**src/rtl/led_bank_pkg.sv**
```systemverilog
// LED bank shared definitions: channel mode encoding.
package led_bank_pkg;

   typedef logic [1:0] mode_t;

   localparam mode_t LED_OFF   = 2'b00;
   localparam mode_t LED_ON    = 2'b01;
   localparam mode_t LED_BLINK = 2'b10;
   localparam mode_t LED_PULSE = 2'b11;

endpackage

```
**src/rtl/led_tick_gen.sv**
```systemverilog
// Tick prescaler plus shared blink counter and phase for the LED bank.
module led_tick_gen #(
   parameter int PRESCALE    = 4,
   parameter int BLINK_TICKS = 2
) (
   input  logic clk,
   input  logic rst_n,
   output logic tick,
   output logic blink_phase
);

   localparam int PW = $clog2(PRESCALE);
   localparam int BW = (BLINK_TICKS > 1) ? $clog2(BLINK_TICKS) : 1;
   localparam logic [PW-1:0] PRE_MAX = PW'(PRESCALE - 1);
   localparam logic [BW-1:0] BLK_MAX = BW'(BLINK_TICKS - 1);

   logic [PW-1:0] pre_cnt;
   logic [BW-1:0] blink_cnt;

   // pre_cnt is 0 in reset, so tick is low while rst_n is asserted
   assign tick = (pre_cnt == PRE_MAX);

   always_ff @(posedge clk or negedge rst_n) begin
      if (!rst_n) begin
         pre_cnt     <= '0;
         blink_cnt   <= '0;
         blink_phase <= 1'b0;
      end else begin
         pre_cnt <= tick ? '0 : pre_cnt + PW'(1);
         if (tick) begin
            if (blink_cnt == BLK_MAX) begin
               blink_cnt   <= '0;
               blink_phase <= ~blink_phase;
            end else begin
               blink_cnt <= blink_cnt + BW'(1);
            end
         end
      end
   end

endmodule

```
**src/rtl/led_bank_ctrl.sv**
```systemverilog
// LED bank: per-channel OFF/ON/BLINK/PULSE modes with registered drive.
module led_bank_ctrl
   import led_bank_pkg::*;
#(
   parameter int NUM_LEDS    = 5,
   parameter int PRESCALE    = 4,
   parameter int BLINK_TICKS = 2,
   parameter int PULSE_TICKS = 8,
   parameter int SEL_W       = (NUM_LEDS > 1) ? $clog2(NUM_LEDS) : 1
) (
   input  logic                clk,
   input  logic                rst_n,
   input  logic                wr_en,
   input  logic [SEL_W-1:0]    wr_sel,
   input  logic [1:0]          wr_mode,
   input  logic [NUM_LEDS-1:0] trig,
   output logic [NUM_LEDS-1:0] led,
   output logic [NUM_LEDS-1:0] pulse_busy,
   output logic                tick
);

   localparam int PCW = $clog2(PULSE_TICKS + 1);

   logic                blink_phase;
   logic [NUM_LEDS-1:0] led_d;
   logic [NUM_LEDS-1:0] busy_d;

   led_tick_gen #(
      .PRESCALE   (PRESCALE),
      .BLINK_TICKS(BLINK_TICKS)
   ) u_tick (
      .clk        (clk),
      .rst_n      (rst_n),
      .tick       (tick),
      .blink_phase(blink_phase)
   );

   for (genvar i = 0; i < NUM_LEDS; i++) begin : g_ch
      mode_t          mode;
      mode_t          mode_nx;
      logic [PCW-1:0] pcnt;
      logic [PCW-1:0] pcnt_nx;
      logic           sel;
      logic           lit;

      // out-of-range selects match no channel and are dropped
      assign sel = wr_en && (wr_sel == SEL_W'(i));

      always_comb begin
         mode_nx = sel ? mode_t'(wr_mode) : mode;
         pcnt_nx = pcnt;
         if (sel && (mode_t'(wr_mode) != LED_PULSE)) begin
            pcnt_nx = '0;
         end else if (mode_nx == LED_PULSE) begin
            if (trig[i]) begin
               pcnt_nx = PCW'(PULSE_TICKS);
            end else if (tick && (pcnt != '0)) begin
               pcnt_nx = pcnt - PCW'(1);
            end
         end
      end

      always_comb begin
         lit = 1'b0;
         case (mode)
            LED_OFF:   lit = 1'b0;
            LED_ON:    lit = 1'b1;
            LED_BLINK: lit = blink_phase;
            LED_PULSE: lit = (pcnt != '0);
            default:   lit = 1'b0;
         endcase
      end

      assign led_d[i]  = lit;
      assign busy_d[i] = (pcnt != '0);

      always_ff @(posedge clk or negedge rst_n) begin
         if (!rst_n) begin
            mode <= LED_OFF;
            pcnt <= '0;
         end else begin
            mode <= mode_nx;
            pcnt <= pcnt_nx;
         end
      end
   end

   always_ff @(posedge clk or negedge rst_n) begin
      if (!rst_n) begin
         led        <= '0;
         pulse_busy <= '0;
      end else begin
         led        <= led_d;
         pulse_busy <= busy_d;
      end
   end

endmodule
```
**config.mk**
```make
export PLATFORM = sky130hd
export DESIGN_NAME = led_bank_ctrl
export DESIGN_NICKNAME = d
export VERILOG_FILES = /design/src/rtl/led_bank_pkg.sv /design/src/rtl/led_tick_gen.sv /design/src/rtl/led_bank_ctrl.sv
export SDC_FILE = /design/constraint.sdc
export NUM_CORES = 1
export LEC_CHECK = 0
export BUFFER_PORTS_ARGS = -buffer_cell sky130_fd_sc_hd__buf_2
export CORE_UTILIZATION = 35
export CTS_CLUSTER_SIZE = 8
export DETAILED_ROUTE_END_ITERATION = 16
export GPL_TIMING_DRIVEN = 0
export PLACE_DENSITY = 0.63
export SYNTH_ARGS = -nofsm -noshare
export SYNTH_HDL_FRONTEND = slang
export SYNTH_SLANG_ARGS = --single-unit
```
**constraint.sdc**
```tcl
create_clock -name clk -period 2 [get_ports clk]
set_input_delay 0.1 -clock clk [delete_from_list [all_inputs] [get_ports clk]]
set_output_delay 0.1 -clock clk [all_outputs]
set_load 0.01 [all_outputs]
```
# == Yosys cells after proc, flatten, opt, wreduce, memory -nomap -nowiden ==
# Index checks and enable logic that the tools add are counted.
# totals
ff_bits,44
rom_bits,0
mem_bits_rw,0
word_cells,123
latch_bits,0
mem_count,0
output_inout_bits,11
input_bits,13
# classes
shifts,0
multipliers,0
n_eq_ne,26
n_addsub,7
bitwise_logic,1
reduce_logical,42
n_div,0
magnitude_cmp,0
muxes,32
# ops
op,n
2-to-1 mux 4 bit,20
"equality test 2 bit, second input constant",16
one-hot mux 1 bit (4 select lines),5
nonzero test 4 bit,5
"subtractor 4 x 1 -> 4 bit, second input constant",5
logical AND 1 bit,15
nonzero test 3 bit,5
2-to-1 mux 2 bit,6
AND reduction 2 bit,6
"equality test 2 x 1 -> 1 bit, second input constant",5
zero test 2 bit,5
nonzero test 2 bit,5
"equality test 3 x 2 -> 1 bit, second input constant",2
"equality test 3 x 1 -> 1 bit, second input constant",1
"equality test 3 bit, second input constant",1
zero test 3 bit,1
"adder 2 x 1 -> 2 bit, second input constant",1
"inequality test 2 bit, second input constant",1
"adder 1 bit, second input constant",1
2-to-1 mux 1 bit,1
NOT 1 bit,1

# == Logic depth before layout (Yosys ltp) ==
# Gate-level depths: netlist of the first run.
# depth
word_depth,6
ltp_mapped,6

# == By module ==
# A second synthesis of the first run with hierarchy kept.
# hier_totals
hier_cells,209
hier_area_um2,2219.6
# modules_own_cells
module,instances,area_each_um2,cells_per_inst
led_bank_ctrl,1,2069.5,199
led_tick_gen,1,150.1,10

# == Worst setup path after synthesis of the first run ==
# OpenSTA, ideal clock, no wires.
# synth_path
path_type,register -> register
startpoint,reg g_ch[1].pcnt[0]
endpoint,reg g_ch[1].pcnt[3]
t_arrival_ns,1.533
path_stages_with_launch,7
n_path_buf,0
slack_ns,0.384
period_less_slack_ns,1.616
required_ns,1.918
cell_sequence,dfrtp_1 -> inv_1 -> ha_1 -> or3b_1 -> a21oi_1 -> and3b_1 -> o22ai_1
# synth_via
elab_cells_between_ends,9
# synth_rtl
element,line_no,rtl
start: declaration,led_bank_ctrl.sv:41,logic [PCW-1:0] pcnt;
start signal: assignment,led_bank_ctrl.sv:83,pcnt <= pcnt_nx;
nonzero test 4 bit,n/a,
net busy_d[1],led_bank_ctrl.sv:26,logic [NUM_LEDS-1:0] busy_d;
logical AND 1 bit,led_bank_ctrl.sv:57,end else if (tick && (pcnt != '0)) begin
nonzero test 3 bit (no source line),n/a,
AND reduction 2 bit (no source line),n/a,
# The timed path passes the listed nets, and every way through them passes these cells. The select of a mux whose other input is x is not followed.
# A chain may end at the register's enable or synchronous reset.

# == Final worst setup path of the first run ==
# layout_path
startpoint,reg g_ch[2].pcnt[0]
endpoint,reg g_ch[2].pcnt[3]
# layout_via
elab_cells_between_ends,9
# layout_rtl
element,line_no
start: declaration,led_bank_ctrl.sv:41
start signal: assignment,led_bank_ctrl.sv:83
nonzero test 4 bit,n/a
net busy_d[2],led_bank_ctrl.sv:26
logical AND 1 bit,led_bank_ctrl.sv:57
nonzero test 3 bit (no source line),n/a
AND reduction 2 bit (no source line),n/a
# The timed path passes the listed nets, and every way through them passes these cells. The select of a mux whose other input is x is not followed.

==> impl_metrics.tcl, run 1 <==
set metrics [dict create \
    yosysTopAreaCell "dfrtp_1" \
    status "complete, no violations" \
    p_total_mw 2.842 \
    fin_worst_hold_slack_ps 117.5 \
    intPower_mw 1.866 \
    drtIter0Drc 74 \
    initial_core_util 0.3680 \
    htree_levels 2 \
    ys_warn_count 0 \
    synth_area_leaders "dfrtp_1, mux2_2, a21oi_1" \
    synth_edf_count 0 \
    cpPeakStageDelay_ps 430 \
    syn_nets 221 \
    rrSetupSlack_ps 170 \
    numCtsBuffers 5 \
    setup_viol 0 \
    yosys.cell_count.top_type "dfrtp_1" \
    slew_violations 0 \
    cts-root-buf "clkbuf_8" \
    drt.antenna.violating_nets 0 \
    crit_type "reg -> reg" \
    p_seq_frac 0.468 \
    finish.net_count 252 \
    core_sq_um 5991 \
    overflow 0 \
    wl_per_cell_um 13.19 \
    gp_congestion 0.7477 \
    synth_area_sq_um 2205 \
    clkSlewWorstSetupHoldPaths_ps 90 \
    first_global_vias 1590 \
    die_w_um 81.37 \
    syn_inst 202 \
    rsz0062_at_grt "false" \
    timing.rr.end "g_ch[2].pcnt[3]" \
    grt_max_degree 45 \
    clock_latency_ps 300 \
    hold_end "g_ch[4].pcnt[3]" \
    vias 1589 \
    post-route-period-util 0.9144 \
    cp_cell_sequence "inv_1 > ha_1 > or3b_1 > a21oi_1 > and3b_1 > o22ai_1" \
    grtUsageTotal 0.1428 \
    period_needed_ps 1829 \
    yosys_register_bits 44 \
    critPathBufInv 1 \
    std_cell_rows 28 \
    p_leak_nw 1.158 \
    min_path_cells 3 \
    synth.avg_cell_area_sq_um 10.91 \
    worstSetupStartpointType "flop" \
    critPathMaxFanout 5 \
    io_buffers 23 \
    finalHoldViolCount 0 \
    fin_skew_ps 8.686 \
    path_delay_family "simple AND/OR/NAND/NOR gates" \
    worstPathRequired_ps 2220 \
    ir_drop_uv 584.7 \
    clkPwrFrac 0.206 \
    drc 0 \
    fp.dieArea_sq_um 6620 \
    grt_first_pass_wirelength_um 7058 \
    io_pins 24 \
    tightest_slew_ps 985.3 \
    yosys.area.top_type_share 0.4994 \
    diodes 0 \
    n_fill_cell 571 \
    cts_setup_buffers 0 \
    clk_path_buf_depth 2 \
    p_sw_mw 0.9760 \
    cts_sinks 44 \
    pwr-share-comb 0.326 \
    dp_hpwl_um 2964 \
    async_reset_ff_frac 1.000 \
    hp-class "in -> reg" \
    die_y_um 81.37 \
    first_pass_iters 6 \
    synth.distinct_cells 41 \
    synth_common_cells "dfrtp_1, inv_1, nand2_1, a21oi_1, mux2_2" \
    antenna_found_initial 0 \
    slowest_stage "dfrtp_1" \
    swShare 0.3434 \
    endpoint_kind "flop" \
    r2r_cells 6 \
    crit_arrival_ps 2050 \
    maxCapViolCount 0 \
    drive_gt1_frac 0.2137 \
    routed_wl_um 4077 \
    relSlewSlack 0.3431 \
    synth_flop_cell "dfrtp_1" \
    cts_tree "yes" \
    viasPerCell 5.142 \
    syn2layout_area_growth_pct 14.25 \
    min_from "trig[4]" \
    powerDensity_nw_per_um2 1128 \
    reg2reg_from "g_ch[2].pcnt[0]" \
    clock.fmax_ghz 0.5468 \
    seq_area_frac_synth 0.4994 \
]
[power groups by stage]
stage	clock network (mW)	registers [mW]	logic (mW)
after floorplan	0	1.36	0.641
after global placement	0	1.35	0.910
after detailed placement	0	1.35	0.944
after CTS	0.608	1.33	0.947
after global routing	0.637	1.37	1.06
final	0.584	1.33	0.927
[kinds of logic after synthesis]
family                     after synthesis  share of synthesized area
DFF                                     44                     0.4994
muxes                                   18                    0.09251
AOI/OAI and AO/OA                       53                     0.1606
xor gates and xnor gates                 2                   0.007947
adders and majority gates                6                    0.03405
and+or+nand+nor                         58                     0.1697
buffers and inverters                   21                    0.03575
[tightest hold or removal path, delay by kind of cell]
family,cells,cell delay (ps)
compound gates,1,70
buf+inv,1,110
simple gates,1,90
[how the worst max path moves through the flow]
| stage | endpoint | slack (ps) | cells past startpoint | from |
|---|---|---|---|---|
| 2_1_floorplan | g_ch[1].pcnt[3] | 380 | 6 | g_ch[1].pcnt[0] |
| 6_report | g_ch[2].pcnt[3] | 170 | 6 | g_ch[2].pcnt[0] |
| 3_5_place_dp | g_ch[3].pcnt[1] | -40 | 5 | u_tick.pre_cnt[0] |
| 5_1_grt | g_ch[2].pcnt[3] | 30 | 6 | g_ch[2].pcnt[0] |
| 4_1_cts | g_ch[1].pcnt[3] | 160 | 6 | g_ch[1].pcnt[0] |
| 3_3_place_gp | g_ch[3].pcnt[1] | -9 | 5 | u_tick.pre_cnt[0] |
[what timing repair did]
item                                    in CTS  in global routing
hold endpoints to repair                    27                  0
endpoints found under the setup margin       4                  0
gates resized for setup                      1                  0
hold buffers                                 1                  0
[cell usage in the layout (no fill, tap or decap), types with 5 or more instances in the layout]
| cell type | synthesis | final |
|---|---|---|
| buf_2 | 0 | 23 |
| mux2i_1 | 5 | 5 |
| nand2_1 | 17 | 17 |
| clkbuf_8 | 0 | 6 |
| nor2_1 | 7 | 7 |
| or3b_1 | 5 | 5 |
| a21oi_1 | 16 | 16 |
| mux2_2 | 11 | 11 |
| o21ai_0 | 7 | 7 |
| ha_1 | 6 | 6 |
| inv_1 | 20 | 20 |
| dfrtp_1 | 44 | 44 |
| a31oi_1 | 5 | 5 |
[layout make-up]
class	count	area (sq um)	area share
repair buffers	24	125.1	0.04968
flip-flops and latches	44	1101	0.4372
inverters	20	75.07	0.02981
clock buffers	7	86.33	0.03428
well taps	75	93.84	0.03726
clock inverters	1	7.507	0.002981
plain buffers	1	5.005	0.001987
multi-input cells	137	1025	0.4069
[per-layer routing]
layer  track usage  share of wire
met1        0.1851           0.51
met2        0.2292           0.44
met3       0.03146          0.037
met4       0.05893          0.017
met5             0              0
[state kept, by name, summed over array words and instances (netlist names)]
signal,cells
g_ch.mode,10
g_ch.pcnt,20
led,5
pulse_busy,5
u_tick.blink_cnt,1
u_tick.blink_phase,1
u_tick.pre_cnt,2
[per-stage QoR]
step | instance area (sq um) | util | setup slack, ps | cells | setup TNS, ps
after floorplan | 2205 | - | 384.4 | 202 | 0
after global placement | 2414 | 0.4029 | -8.718 | 300 | -8.718
after detailed placement | 2414 | 0.4029 | -36.02 | 300 | -78.52
after CTS | 2519 | 0.4204 | 157.8 | 309 | 0
after global routing | 2519 | 0.4204 | 30.20 | 309 | 0
final | 2519 | 0.4204 | 171.3 | 309 | 0
Power figures use the tool's default switching activity.
==> run 2, diff against run 1 <==
--- a/config.mk
+++ b/config.mk
@@ -11,6 +11,7 @@
 export DETAILED_ROUTE_END_ITERATION = 16
 export GPL_TIMING_DRIVEN = 0
 export PLACE_DENSITY = 0.63
+export REMOVE_ABC_BUFFERS = 1
 export SYNTH_ARGS = -nofsm -noshare
 export SYNTH_HDL_FRONTEND = slang
 export SYNTH_SLANG_ARGS = --single-unit
==> impl_metrics.tcl, run 2 (synthesis gave the netlist of run 1 again) <==
set metrics [dict create \
    status "complete, no violations" \
    cp_cell_sequence "inv_1 > ha_1 > or3b_1 > a21oi_1 > and3b_1 > o22ai_1" \
    drive_gt1_frac 0.2146 \
    maxCapViolCount 0 \
    ir_drop_uv 491.6 \
    post_cts_resized 0 \
    final_common_cell "dfrtp_1" \
    cts-root-buf "clkbuf_8" \
    grt_max_degree 45 \
    wl_per_cell_um 13.25 \
    cpPeakStageDelay_ps 440 \
    finalHoldViolCount 0 \
    io_pins 24 \
    place_ws_ps 223.3 \
    p_leak_nw 1.170 \
    p_sw_mw 0.9840 \
    worst_slack_ps 175.2 \
    cts_setup_buffers 0 \
    cts_tree "yes" \
    clk_path_buf_depth 2 \
    gp_congestion 0.7649 \
    routed_wl_um 4080 \
    diodes 0 \
    final_cell_mix "dfrtp_1, buf_2, inv_1, nand2_1, a21oi_1" \
    swShare 0.3305 \
    clock.fmax_ghz 0.5480 \
    placed_cell_area_sq_um 2410 \
    setup_tns_ps 0 \
    numCtsBuffers 5 \
    vias 1587 \
    std_cell_rows 28 \
    overflow 0 \
    grt_first_pass_wirelength_um 7100 \
    stdcell_area_sq_um 2541 \
    drtIter0Drc 85 \
    initial_core_util 0.3680 \
    worstPathRequired_ps 2220 \
    io_buffers 23 \
    htree_levels 2 \
    grtUsageTotal 0.1418 \
    relSlewSlack 0.3330 \
    cts_sinks 44 \
    intPower_mw 1.994 \
    crit_arrival_ps 2050 \
    die_y_um 81.37 \
    slew_violations 0 \
    crit_type "reg -> reg" \
    p_seq_frac 0.447 \
    tightest_slew_ps 1000 \
    core_sq_um 5991 \
    first_pass_iters 4 \
    period_needed_ps 1825 \
    drc 0 \
    syn2layout_area_growth_pct 15.27 \
    clkPwrFrac 0.241 \
    first_global_vias 1524 \
    viasPerCell 5.153 \
    endpoint_kind "flop" \
    rsz0062_at_grt "false" \
    hp-class "in -> reg" \
    clock_latency_ps 300 \
    largest-register "g_ch.pcnt" \
    critPathMaxFanout 5 \
    setup_viol 0 \
    post-route-period-util 0.9124 \
    fin_skew_ps 12.55 \
    reg_top3 "g_ch.pcnt x20, g_ch.mode x10" \
    final_core_util 0.4242 \
    powerDensity_nw_per_um2 1172 \
    pwr-share-comb 0.311 \
    slowest_stage "dfrtp_1" \
    antenna_found_initial 0 \
    clkSlewWorstSetupHoldPaths_ps 90 \
    finish.net_count 251 \
    dp_hpwl_um 2889 \
    largest_register_ffs 20 \
    worstSetupStartpointType "flop" \
    fp.dieArea_sq_um 6620 \
    die_w_um 81.37 \
    drt.antenna.violating_nets 0 \
]
## run 2: cell count changes in the layout (fill, tap and decap cells not counted)
cell        before  now
bufinv_16        0    1
clkbuf_1         1    0
clkbuf_2         1    0
clkinv_4         0    1
clkinvlp_4       1    0
## run 2: timing repair
| action | in CTS | in global routing |
|---|---|---|
| setup endpoints to repair | 0 | 0 |
| hold buffers | 1 | 0 |
| endpoints found under the hold margin | 22 | 0 |
## run 2: cell type report
cell class | count | area, sq um
tap | 75 | 93.84
fill | 570 | 3450
inverter | 20 | 75.07
clock buffer | 6 | 82.58
multi-input combinational | 137 | 1025
sequential | 44 | 1101
clock inverter | 2 | 38.79
timing repair buffer | 24 | 125.1
## run 2: power groups by stage
stage	clock network, mW	logic, mW	registers, mW
finish	0.718	0.927	1.33
global placement	0	0.909	1.35
CTS	0.744	0.930	1.33
detailed placement	0	0.926	1.35
global route	0.782	1.06	1.38
floorplan	0	0.641	1.36
## run 2: critical path: cells and delay by family, from the launching register on
kind	cells	cell delay (ps)
compound gates	2	400
fa+ha+maj	1	170
buf+inv	1	80
flops	1	440
simple gates	2	640
## run 2: worst paths after layout
kind,slack [ps],startpoint,end,cells past startpoint
hold reg to reg,430,u_tick.pre_cnt[0],u_tick.pre_cnt[0],1
hold / removal,110,trig[0],g_ch[0].pcnt[2],3
setup reg to reg,180,g_ch[1].pcnt[0],g_ch[1].pcnt[3],6
setup / recovery,180,g_ch[1].pcnt[0],g_ch[1].pcnt[3],6
min in group asynchronous,490,rst_n,u_tick.pre_cnt[1],2
max in group asynchronous,860,rst_n,g_ch[2].mode[0],2
## run 2: through the flow
stage	hold WS, ps	cells	power [mW]
after floorplan	-195.6	201	1.998
after global placement	329.7	299	2.257
after detailed placement	322.8	299	2.274
after CTS	99.07	308	3.006
after global routing	96.22	308	3.220
final	105.5	308	2.978
## run 2: metal layers
layer,up-vias,track usage,part of all wire
li1,797,-,-
met1,762,0.1828,0.50
met3,2,0.05169,0.043
met2,26,0.2225,0.45
met4,0,0.03750,0.0039
met5,-,0,0
==> run 3, diff against run 2 <==
--- a/config.mk
+++ b/config.mk
@@ -10,8 +10,10 @@
 export CTS_CLUSTER_SIZE = 8
 export DETAILED_ROUTE_END_ITERATION = 16
 export GPL_TIMING_DRIVEN = 0
+export MAX_ROUTING_LAYER = met4
 export PLACE_DENSITY = 0.63
 export REMOVE_ABC_BUFFERS = 1
 export SYNTH_ARGS = -nofsm -noshare
 export SYNTH_HDL_FRONTEND = slang
+export SYNTH_HIERARCHICAL = 1
 export SYNTH_SLANG_ARGS = --single-unit
==> impl_metrics.tcl, run 3 <==
set metrics [dict create \
    endpoint_kind "flop" \
    finish.net_count 257 \
    syn2layout_area_growth_pct 13.64 \
    gp_congestion 0.7575 \
    reg2reg_from "u_tick/pre_cnt[0]" \
    cp.depth 4 \
    initial_core_util 0.3684 \
    seq_area_frac_synth 0.4961 \
    dp_hpwl_um 2889 \
    r2r_cells 4 \
    reg_top3 "g_ch.pcnt x20, g_ch.mode x10" \
    fin_worst_hold_slack_ps 109.5 \
    swShare 0.3383 \
    cp-startpoint "u_tick/pre_cnt[0]" \
    viasPerCell 5.211 \
    clock_latency_ps 300 \
    ys_warn_count 6 \
    setup_viol 0 \
    largest-register "g_ch.pcnt" \
    cpPeakStageDelay_ps 590 \
    n_fill_cell 606 \
    clk_path_buf_depth 2 \
    synth_edf_count 0 \
    drive_gt1_frac 0.1681 \
    synth_area_sq_um 2220 \
    io_buffers 23 \
    rrSetupSlack_ps 200 \
    vias 1631 \
    intPower_mw 1.845 \
    grt_max_degree 45 \
    synth.distinct_cells 44 \
    first_pass_iters 4 \
    largest_register_ffs 20 \
    io_pins 24 \
    yosysTopAreaCell "dfrtp_1" \
    fin_skew_ps 6.389 \
    cts_setup_buffers 0 \
    relSlewSlack 0.3632 \
    die_w_um 81.64 \
    powerDensity_nw_per_um2 1105 \
    drt.antenna.violating_nets 0 \
    htree_levels 2 \
    fp.dieArea_sq_um 6664 \
    antenna_found_initial 0 \
    drc 0 \
    worstPathRequired_ps 2190 \
    worstSetupStartpointType "flop" \
    post-route-period-util 0.9020 \
    crit_arrival_ps 1990 \
    grt_first_pass_wirelength_um 6893 \
    hp-class "in -> reg" \
    std_cell_rows 28 \
    routed_wl_um 4117 \
    synth_area_leaders "dfrtp_1, mux2_1, ha_1" \
    fin_cells 313 \
    clkSlewWorstSetupHoldPaths_ps 80 \
    p_sw_mw 0.9431 \
    path_delay_family "adder cells" \
    yosys.cell_count.top_type "dfrtp_1" \
    numCtsBuffers 5 \
    cts_tree "yes" \
    first_global_vias 1575 \
    die_y_um 81.64 \
    pwr-share-comb 0.315 \
    dp.cells 304 \
    cts-root-buf "clkbuf_8" \
    period_needed_ps 1804 \
    cp_cell_sequence "ha_1 > a21oi_1 > nor2_1 > mux2_1" \
    grtUsageMet1 0.1567 \
    overflow 0 \
    final_common_cell "dfrtp_1" \
    slew_violations 0 \
    tightest_slew_ps 955.2 \
    p_leak_nw 1.170 \
    slowest_stage "ha_1" \
    yosys.area.top_type_share 0.4961 \
    status "complete, no violations" \
    wl_per_cell_um 13.15 \
    critPathMaxFanout 15 \
    core_sq_um 6026 \
    async_reset_ff_frac 1.000 \
    use_met2 0.2383 \
    drtIter0Drc 104 \
    final_cell_mix "dfrtp_1, buf_2, nand2_1, inv_1, a21oi_1" \
    rsz0062_at_grt "false" \
    ir_drop_uv 405.5 \
    yosys_register_bits 44 \
    crit_type "reg -> reg" \
    maxCapViolCount 0 \
    syn_inst 209 \
    diodes 0 \
    met3_usage 0.03333 \
    clock.fmax_ghz 0.5543 \
    clkPwrFrac 0.208 \
    cts_sinks 44 \
    grtUsageTotal 0.1413 \
    synth_common_cells "dfrtp_1, nand2_1, inv_1, a21oi_1, mux2_1" \
    critPathBufInv 0 \
    finalHoldViolCount 0 \
    gr-max-usage-layer "met2" \
    crit_path_end "g_ch[4].pcnt[1]" \
    timing.rr.end "g_ch[4].pcnt[1]" \
    synth.avg_cell_area_sq_um 10.62 \
    setup_tns_ps 0 \
    p_seq_frac 0.477 \
    synth_flop_cell "dfrtp_1" \
]
==> run 3: changes by cell type in the layout (fill, tap and decap cells not counted), moves of 4 or more <==
cell	before	now
o21ai_1	0	7
mux2_2	11	3
mux2_1	0	9
o211ai_1	2	6
o21ai_0	7	3
==> run 3: area by class of cell <==
class,count,area [sq um],share of cell area
flip-flops and latches,44,1101,0.4365
well taps,75,93.84,0.03720
clock buffers,8,90.09,0.03571
multi-input cells,143,1041,0.4127
repair buffers,24,125.1,0.04960
inverters,19,71.32,0.02827
==> run 3: power groups by stage <==
stage | registers, mW | logic [mW] | clock network, mW
global route | 1.37 | 1.02 | 0.641
global placement | 1.34 | 0.870 | 0
floorplan | 1.35 | 0.613 | 0
CTS | 1.33 | 0.894 | 0.603
finish | 1.33 | 0.878 | 0.580
detailed placement | 1.34 | 0.891 | 0
==> run 3: worst min-delay path, cell delays in order <==
cell and delay [ps]:
buf_2 120, or4_1 110, nand2_1 40
==> run 3: stage by stage <==
stage	utilization	power, mW	worst slack [ps]	instance area (sq um)
detailed placement	0.4010	2.235	-208.0	2416
CTS	0.4176	2.826	122.5	2516
finish	0.4186	2.788	196.1	2522
floorplan	-	1.966	203.2	2207
global route	0.4186	3.030	46.96	2522
global placement	0.4010	2.212	-243.6	2416
==> run 3: worst min path at each step <==
stage	start	end	slack [ps]	depth (start not counted)
6_report	trig[3]	g_ch[3].pcnt[1]	110	3
5_1_grt	trig[3]	g_ch[3].pcnt[1]	120	3
4_1_cts	trig[0]	g_ch[0].pcnt[2]	100	3
3_5_place_dp	rst_n	g_ch[4].pcnt[2]	330	1
3_3_place_gp	rst_n	g_ch[4].pcnt[2]	320	1
2_1_floorplan	rst_n	g_ch[0].mode[0]	-200	0
==> run 3: per-layer routing <==
layer,vias up,share of wire
li1,819,-
met1,782,0.47
met2,23,0.48
met3,7,0.031
met4,0,0.021
met5,-,0
==> run 3: logic make-up after synthesis <==
family,synth area share
fa+ha+maj,0.03946
buf+inv,0.03776
simple gates,0.1646
xor+xnor,0.007893
compound gates,0.1618
mux,0.09245
flops,0.4961
==> run 3: what timing repair did <==
action,in CTS,in global routing
hold endpoints to repair,22,0
endpoints found under the setup margin,0,1
hold buffers,1,0
resized for setup,0,1
